$ cat src/rtl/stage4ma.sv
// stage4ma -- memory-access stage (stage 4) of the five-stage pipeline.
//
// Registers the instruction from execute and performs at most one load or
// store over a request/acknowledge data-memory port. It then hands pc,
// instruction, instruction set and result to stage 5. Non-memory instructions
// pass through with one cycle of latency. stall_out holds upstream while an
// access is outstanding.
//
// Ports:
//   clk, rst             clock, synchronous active-high reset
//   enable_in            valid instruction on the *_in inputs
//   pc_in, instr_in,
//   instr_set_in         pipeline fields from execute
//   mem_rd_in/mem_wr_in  load / store decode (both set => store)
//   addr_in, wdata_in    data-memory address and store data
//   alu_result_in        execute result for non-load instructions
//   dmem_*               request/acknowledge data-memory port
//   stall_out            stage busy (state == WAIT)
//   enable_out           one-cycle pulse when the *_out fields are new
//   pc_out, instr_out,
//   instr_set_out,
//   result_out           registered fields for stage 5
//   fault_out            with enable_out: the memory access was aborted
//
// Optional feature: define STAGE4MA_TIMEOUT_EN to abort a WAIT after
// TIMEOUT_CYCLES cycles without an ack (range 1..255).

module stage4ma #(
  parameter int unsigned TIMEOUT_CYCLES = 15
) (
  input  logic        clk,
  input  logic        rst,
  input  logic        enable_in,
  input  logic [11:0] pc_in,
  input  logic [11:0] instr_in,
  input  logic [3:0]  instr_set_in,
  input  logic        mem_rd_in,
  input  logic        mem_wr_in,
  input  logic [11:0] addr_in,
  input  logic [11:0] wdata_in,
  input  logic [11:0] alu_result_in,
  output logic        dmem_req_out,
  output logic        dmem_we_out,
  output logic [11:0] dmem_addr_out,
  output logic [11:0] dmem_wdata_out,
  input  logic        dmem_ack_in,
  input  logic [11:0] dmem_rdata_in,
  output logic        stall_out,
  output logic        enable_out,
  output logic [11:0] pc_out,
  output logic [11:0] instr_out,
  output logic [3:0]  instr_set_out,
  output logic [11:0] result_out,
  output logic        fault_out
);

  typedef enum logic {
    IDLE = 1'b0,
    WAIT = 1'b1
  } state_t;

  if (TIMEOUT_CYCLES < 1 || TIMEOUT_CYCLES > 255) begin : g_timeout_range
    $error("stage4ma: TIMEOUT_CYCLES must be in 1..255");
  end

  state_t      state;

  // Fields of the in-flight memory instruction. They are kept apart from the
  // *_out registers so the outputs hold their last values until completion.
  logic [11:0] hold_pc;
  logic [11:0] hold_instr;
  logic [3:0]  hold_set;
  logic [11:0] hold_alu;
  logic        hold_load;

`ifdef STAGE4MA_TIMEOUT_EN
  // Abort fires on the edge that ends the TIMEOUT_CYCLES-th WAIT cycle.
  localparam logic [7:0] WAIT_LIMIT = 8'(TIMEOUT_CYCLES - 1);
  logic [7:0]  wait_cnt;
  logic        fault_q;

  assign fault_out = fault_q;
`else
  assign fault_out = 1'b0;
`endif

  assign stall_out = (state == WAIT);

  always_ff @(posedge clk) begin
    if (rst) begin
      state          <= IDLE;
      dmem_req_out   <= 1'b0;
      dmem_we_out    <= 1'b0;
      dmem_addr_out  <= '0;
      dmem_wdata_out <= '0;
      enable_out     <= 1'b0;
      pc_out         <= '0;
      instr_out      <= '0;
      instr_set_out  <= '0;
      result_out     <= '0;
      hold_pc        <= '0;
      hold_instr     <= '0;
      hold_set       <= '0;
      hold_alu       <= '0;
      hold_load      <= 1'b0;
`ifdef STAGE4MA_TIMEOUT_EN
      wait_cnt       <= '0;
      fault_q        <= 1'b0;
`endif
    end else begin
      enable_out <= 1'b0;
`ifdef STAGE4MA_TIMEOUT_EN
      fault_q    <= 1'b0;
`endif
      case (state)
        IDLE: begin
          if (enable_in) begin
            if (mem_rd_in || mem_wr_in) begin
              hold_pc        <= pc_in;
              hold_instr     <= instr_in;
              hold_set       <= instr_set_in;
              hold_alu       <= alu_result_in;
              hold_load      <= ~mem_wr_in;
              dmem_we_out    <= mem_wr_in;
              dmem_addr_out  <= addr_in;
              dmem_wdata_out <= wdata_in;
              dmem_req_out   <= 1'b1;
              state          <= WAIT;
`ifdef STAGE4MA_TIMEOUT_EN
              wait_cnt       <= '0;
`endif
            end else begin
              pc_out        <= pc_in;
              instr_out     <= instr_in;
              instr_set_out <= instr_set_in;
              result_out    <= alu_result_in;
              enable_out    <= 1'b1;
            end
          end
        end
        WAIT: begin
          if (dmem_ack_in) begin
            dmem_req_out  <= 1'b0;
            pc_out        <= hold_pc;
            instr_out     <= hold_instr;
            instr_set_out <= hold_set;
            result_out    <= hold_load ? dmem_rdata_in : hold_alu;
            enable_out    <= 1'b1;
            state         <= IDLE;
          end
`ifdef STAGE4MA_TIMEOUT_EN
          else if (wait_cnt == WAIT_LIMIT) begin
            dmem_req_out  <= 1'b0;
            pc_out        <= hold_pc;
            instr_out     <= hold_instr;
            instr_set_out <= hold_set;
            result_out    <= '0;
            enable_out    <= 1'b1;
            fault_q       <= 1'b1;
            state         <= IDLE;
          end else begin
            wait_cnt <= wait_cnt + 8'd1;
          end
`endif
        end
        default: state <= IDLE;
      endcase
    end
  end

endmodule
$ cat config.mk
export PLATFORM = sky130hd
export DESIGN_NAME = stage4ma
export DESIGN_NICKNAME = d
export VERILOG_FILES = /design/src/rtl/stage4ma.sv
export SDC_FILE = /design/constraint.sdc
export NUM_CORES = 1
export LEC_CHECK = 0
export ABC_AREA = 1
export CORE_ASPECT_RATIO = 0.75
export CORE_MARGIN = 5
export CORE_UTILIZATION = 45
export CTS_CLUSTER_SIZE = 28
export DETAILED_ROUTE_END_ITERATION = 12
export GPL_ROUTABILITY_DRIVEN = 0
export GPL_TIMING_DRIVEN = 0
export HOLD_SLACK_MARGIN = 0.05
export PLACE_DENSITY = 0.78
export SYNTH_ARGS = -nofsm -noshare
export SYNTH_HDL_FRONTEND = slang
export SYNTH_SLANG_ARGS = --single-unit
$ cat constraint.sdc
create_clock -name clk -period 2.2 [get_ports clk]
set_input_delay 0.44 -clock clk [delete_from_list [all_inputs] [get_ports clk]]
set_output_delay 0.44 -clock clk [all_outputs]
set_load 0.05 [all_outputs]
# Word level (Yosys, flattened, before mapping)
# Cells that the tools add are included.
[op_classes]
eq_ne = 4
n_mux = 29
bitwise = 2
n_reduce_logical = 4
[op_table]
columns = ["cell", "count"]
rows = [
  ["two-way mux 12 bit", 10],
  ["case mux 12 bit (2 select lines)", 3],
  ["two-way mux 4 bit", 3],
  ["two-way mux 1 bit", 9],
  ["AND reduction 3 bit", 3],
  ["inequality test 2 bit, second input constant", 4],
  ["case mux 4 bit (2 select lines)", 1],
  ["case mux 1 bit (2 select lines)", 3],
  ["NOT 1 bit", 2],
  ["logical OR 1 bit", 1],
]
[word_totals]
regBits = 109
inputBits = 82
output_inout_bits = 69
elab_cells = 54

# Logic depth before layout (Yosys ltp)
[depth]
ltp_word = 4
ltp_mapped = 8
depth_no_buf = 6

# Least setup slack after synthesis
# Ideal clock, no wire load.
[synth_path]
path_type = "reg-to-reg"
startpoint = "register state, in the netlist stall_out"
endpoint = "register instr_out[0]"
setup_ns = 0.112
t_arrival_ns = 1.425
required_time_ns = 2.088
path_slack_ns = 0.663
stages_incl_launch_ff = 8
path_buffers = 2
synth_period_minus_slack_ns = 1.537
path_cell_list = "dfxtp_1 buf_6 nor2_8 nand2_1 clkbuf_1 nand3_1 nand2_1 nor2_1"
[synth_via]
elab_chain_cells = 3
word_cells_on_any_way = 6
cone_classes = "3 x eq/ne; 1 x mux; 1 x bitwise; 1 x reduce/logical"
[synth_lines]
columns = ["element", "line", "rtl"]
rows = [
  ["start: declaration", "66", "state_t state;"],
  ["start signal: assignment", "91", "state <= IDLE;"],
  ["start signal: assignment", "128", "state <= WAIT;"],
  ["start signal: assignment", "149", "state <= IDLE;"],
  ["NOT 1 bit (no line)", "--", ""],
  ["inequality test 2 bit (no line)", "--", ""],
  ["AND reduction 3 bit (no line)", "--", ""],
  ["end signal: assignment", "134", "instr_out <= instr_in;"],
  ["end signal: assignment", "145", "instr_out <= hold_instr;"],
  ["end: declaration", "51", "output logic [11:0] instr_out,"],
]
# Parallel ways exist; a longest one is shown, timed or not.
# A chain may end at the register's enable or synchronous reset.

# Worst setup path in the final report
[layout_path]
startpoint = "register instr_set_out[0]"
endpoint = "output instr_set_out[0]"
[layout_rtl]
columns = ["element", "line", "rtl"]
rows = [
  ["start: declaration", "52", "output logic [3:0] instr_set_out,"],
  ["start signal: assignment", "135", "instr_set_out <= instr_set_in;"],
  ["start signal: assignment", "146", "instr_set_out <= hold_set;"],
]
# No word-level cell between the ends.

==> impl_metrics.yaml <==
placement:
  io_buffers: 149
  place_hpwl_um: 10200
sta:
  max_freq_ghz: 0.502
  rsz0062_at_grt: "false"
  worst_pin_slew_ns: 0.588
  setup_violations: 0
  whs_ns: 0.471
  slew_violations: 0
  fin_setup_tns_ns: 0
  timing.final.crit_share: 0.905
  hold_viol: 0
  max_slew_margin: 0.608
  fin_skew_ns: 0.00495
  period_needed_ns: 1.99
worst_setup_path:
  cp-end-kind: "output pin"
  crit_arrival_ns: 1.55
  critPathSlowestCell: "clkdlybuf4s50_1"
  crit_chain: "clkdlybuf4s50_1"
  worstSetupPathDepth: 1
  worst-setup-path-type: "register to output pin"
  crit_family: "buffers and inverters"
  reg2reg_depth: 7
  critPathRequiredTime_ns: 1.76
  slowest_delay_ns: 0.83
  crit_buf_inv: 1
  crit_path_start_kind: "register"
  critPathMaxFanout: 2
  reg2reg_slack_ns: 0.66
detailed_routing:
  routed_wl_um: 13900
  viasPerCell: 4.64
  dr.pass1.iters: 5
  ant_nets: 0
  vias: 4852
  routedWlPerCell_um: 13.3
  drc: 0
  first_iter_violations: 245
yosys:
  synth_seq_cells: 109
  syn_inst: 744
  yosysSeqAreaShare: 0.452
  ys.warnings.count: 0
  synth.distinct_cells: 20
  synth_nets: 826
  synth_area_mm2: 0.00483
  syn_avg_cell_area_um2: 6.49
clock_network:
  numCtsBuffers: 9
  clk_latency_ns: 0.34
  cts_tree: "done"
  clkTransAtPathRegs_ns: 0.07
  htreeDepth: 3
  cts.sinks: 109
  clockBufferDepth: 2
  postCtsSetupBuffers: 0
  cts_resized: 0
  clock-root-buffer: "clkbuf_16"
  hold_buffers: 0
layout:
  multi_input_area_mm2: 0.00211
  register_area_mm2: 0.00218
  final_layout_size_suffix_gt1_frac: 0.0561
  nFillCells: 980
  area_growth_pct: 41.2
  nets: 986
  antennaDiodeCount: 0
floorplan:
  rows: 32
  die_w_um: 130
  initial_core_util: 0.466
  dieArea_mm2: 0.0129
  pin_count: 151
  die_h_um: 99.7
  fp.coreArea_mm2: 0.0104
power:
  power_density_mw_per_mm2: 785
  power.leakage_nw: 3.14
  peakVddDrop_v: 0.000385
hold_path:
  hold_class: "register to register"
  hold_depth: 2
global_routing:
  overflow: 0
  antenna_found_initial: 0
  grt_max_degree: 18
  grt_pass1_vias: 4369
  grt_pass1_wl_um: 22200
  grt.total_usage: 0.215
flow_run:
  maxCapViolations: 0
status:
  status: "finished, final reports clean"
-- worst paths after layout --
check,from,endpoint
worst min-delay path,dmem_req_out,dmem_req_out
worst max register to register,stall_out,result_out[1]
worst max-delay path,instr_set_out[0],instr_set_out[0]
worst min register to register,dmem_req_out,dmem_req_out
-- per-stage QoR --
stage | utilization | worst slack, ns | std cells | total power [mW] | area, um2
after floorplan | - | 0.663 | 744 | 3.13 | 4830
after global placement | 0.626 | 0.0852 | 1029 | 3.62 | 6490
after detailed placement | 0.626 | 0.0675 | 1029 | 3.64 | 6490
after CTS | 0.657 | 0.211 | 1045 | 5.38 | 6820
after global routing | 0.657 | 0.178 | 1045 | 5.61 | 6820
final | 0.657 | 0.209 | 1045 | 5.35 | 6820
-- state kept, by name, indices dropped and copies added (netlist names), 4 cells and up --
register / cells
hold_alu: 12
hold_pc: 12
dmem_addr_out: 12
hold_set: 4
instr_set_out: 4
instr_out: 12
result_out: 12
pc_out: 12
dmem_wdata_out: 12
hold_instr: 12
-- area by class of cell --
type | instances | share of cell area
well taps | 136 | 0.0250
repair buffers | 149 | 0.219
inverters | 71 | 0.0391
clock inverters | 5 | 0.0123
clock buffers | 11 | 0.0356
plain buffers | 49 | 0.0393
multi-input cells | 515 | 0.310
flip-flops and latches | 109 | 0.320
-- report_power, final --
part           internal (mW)  switching (mW)
clock                   1.03           0.723
sequential              2.14          0.0849
combinational          0.524           0.844
-- layout by cell type, fill, tap and decap left out --
master,instances
inv_2,1
a21oi_2,1
nand2_1,176
a21oi_1,2
nor2_1,214
clkinv_4,1
buf_2,22
o21ai_1,23
nor2_2,1
clkinvlp_4,2
nand3_1,52
buf_6,7
buf_1,1
conb_1,1
inv_1,70
bufinv_16,2
o21ai_0,41
nor2_8,1
nand3b_1,1
clkbuf_16,9
clkbuf_1,19
nand2_2,2
buf_4,1
clkbuf_8,1
clkdlybuf4s50_1,149
dfxtp_1,109
-- per-layer routing --
metal,part of all wire,wire length [um],vias to the layer above,track usage
met1,0.50,6940,2115,0.321
met2,0.42,5880,152,0.321
met5,0,0,-,0
met3,0.071,989,11,0.0510
li1,-,-,2574,-
met4,0.0063,88,0,0.0335
-- tightest hold or removal path: cells and delay by family, from the launching register on --
kind / cells / cell delay, ns
flops: 1 / 0.31
simple gates: 1 / 0.06
compound gates: 1 / 0.05
-- Yosys cell counts --
cell type / number / share of area
conb_1: 1 / 0.00078
dfxtp_1: 109 / 0.45
clkbuf_1: 18 / 0.014
o21ai_0: 41 / 0.042
nor2_2: 1 / 0.0013
nand2_1: 176 / 0.14
a21oi_1: 2 / 0.0021
nand3b_1: 1 / 0.0016
nand3_1: 52 / 0.054
nor2_8: 1 / 0.0041
buf_6: 7 / 0.016
inv_1: 70 / 0.054
buf_1: 1 / 0.00078
buf_2: 22 / 0.023
nor2_1: 214 / 0.17
a21oi_2: 1 / 0.0018
o21ai_1: 23 / 0.024
nand2_2: 2 / 0.0026
inv_2: 1 / 0.00078
buf_4: 1 / 0.0016
-- cell families (layout without fill, tap and decap cells) --
logic type,after synthesis,in the layout,synth area share
buf+inv,120,285,0.111
simple gates,447,447,0.367
other cells,1,1,0.000776
flops,109,109,0.452
compound gates,67,67,0.0702
No activity file was read; power rests on OpenSTA's default activity.
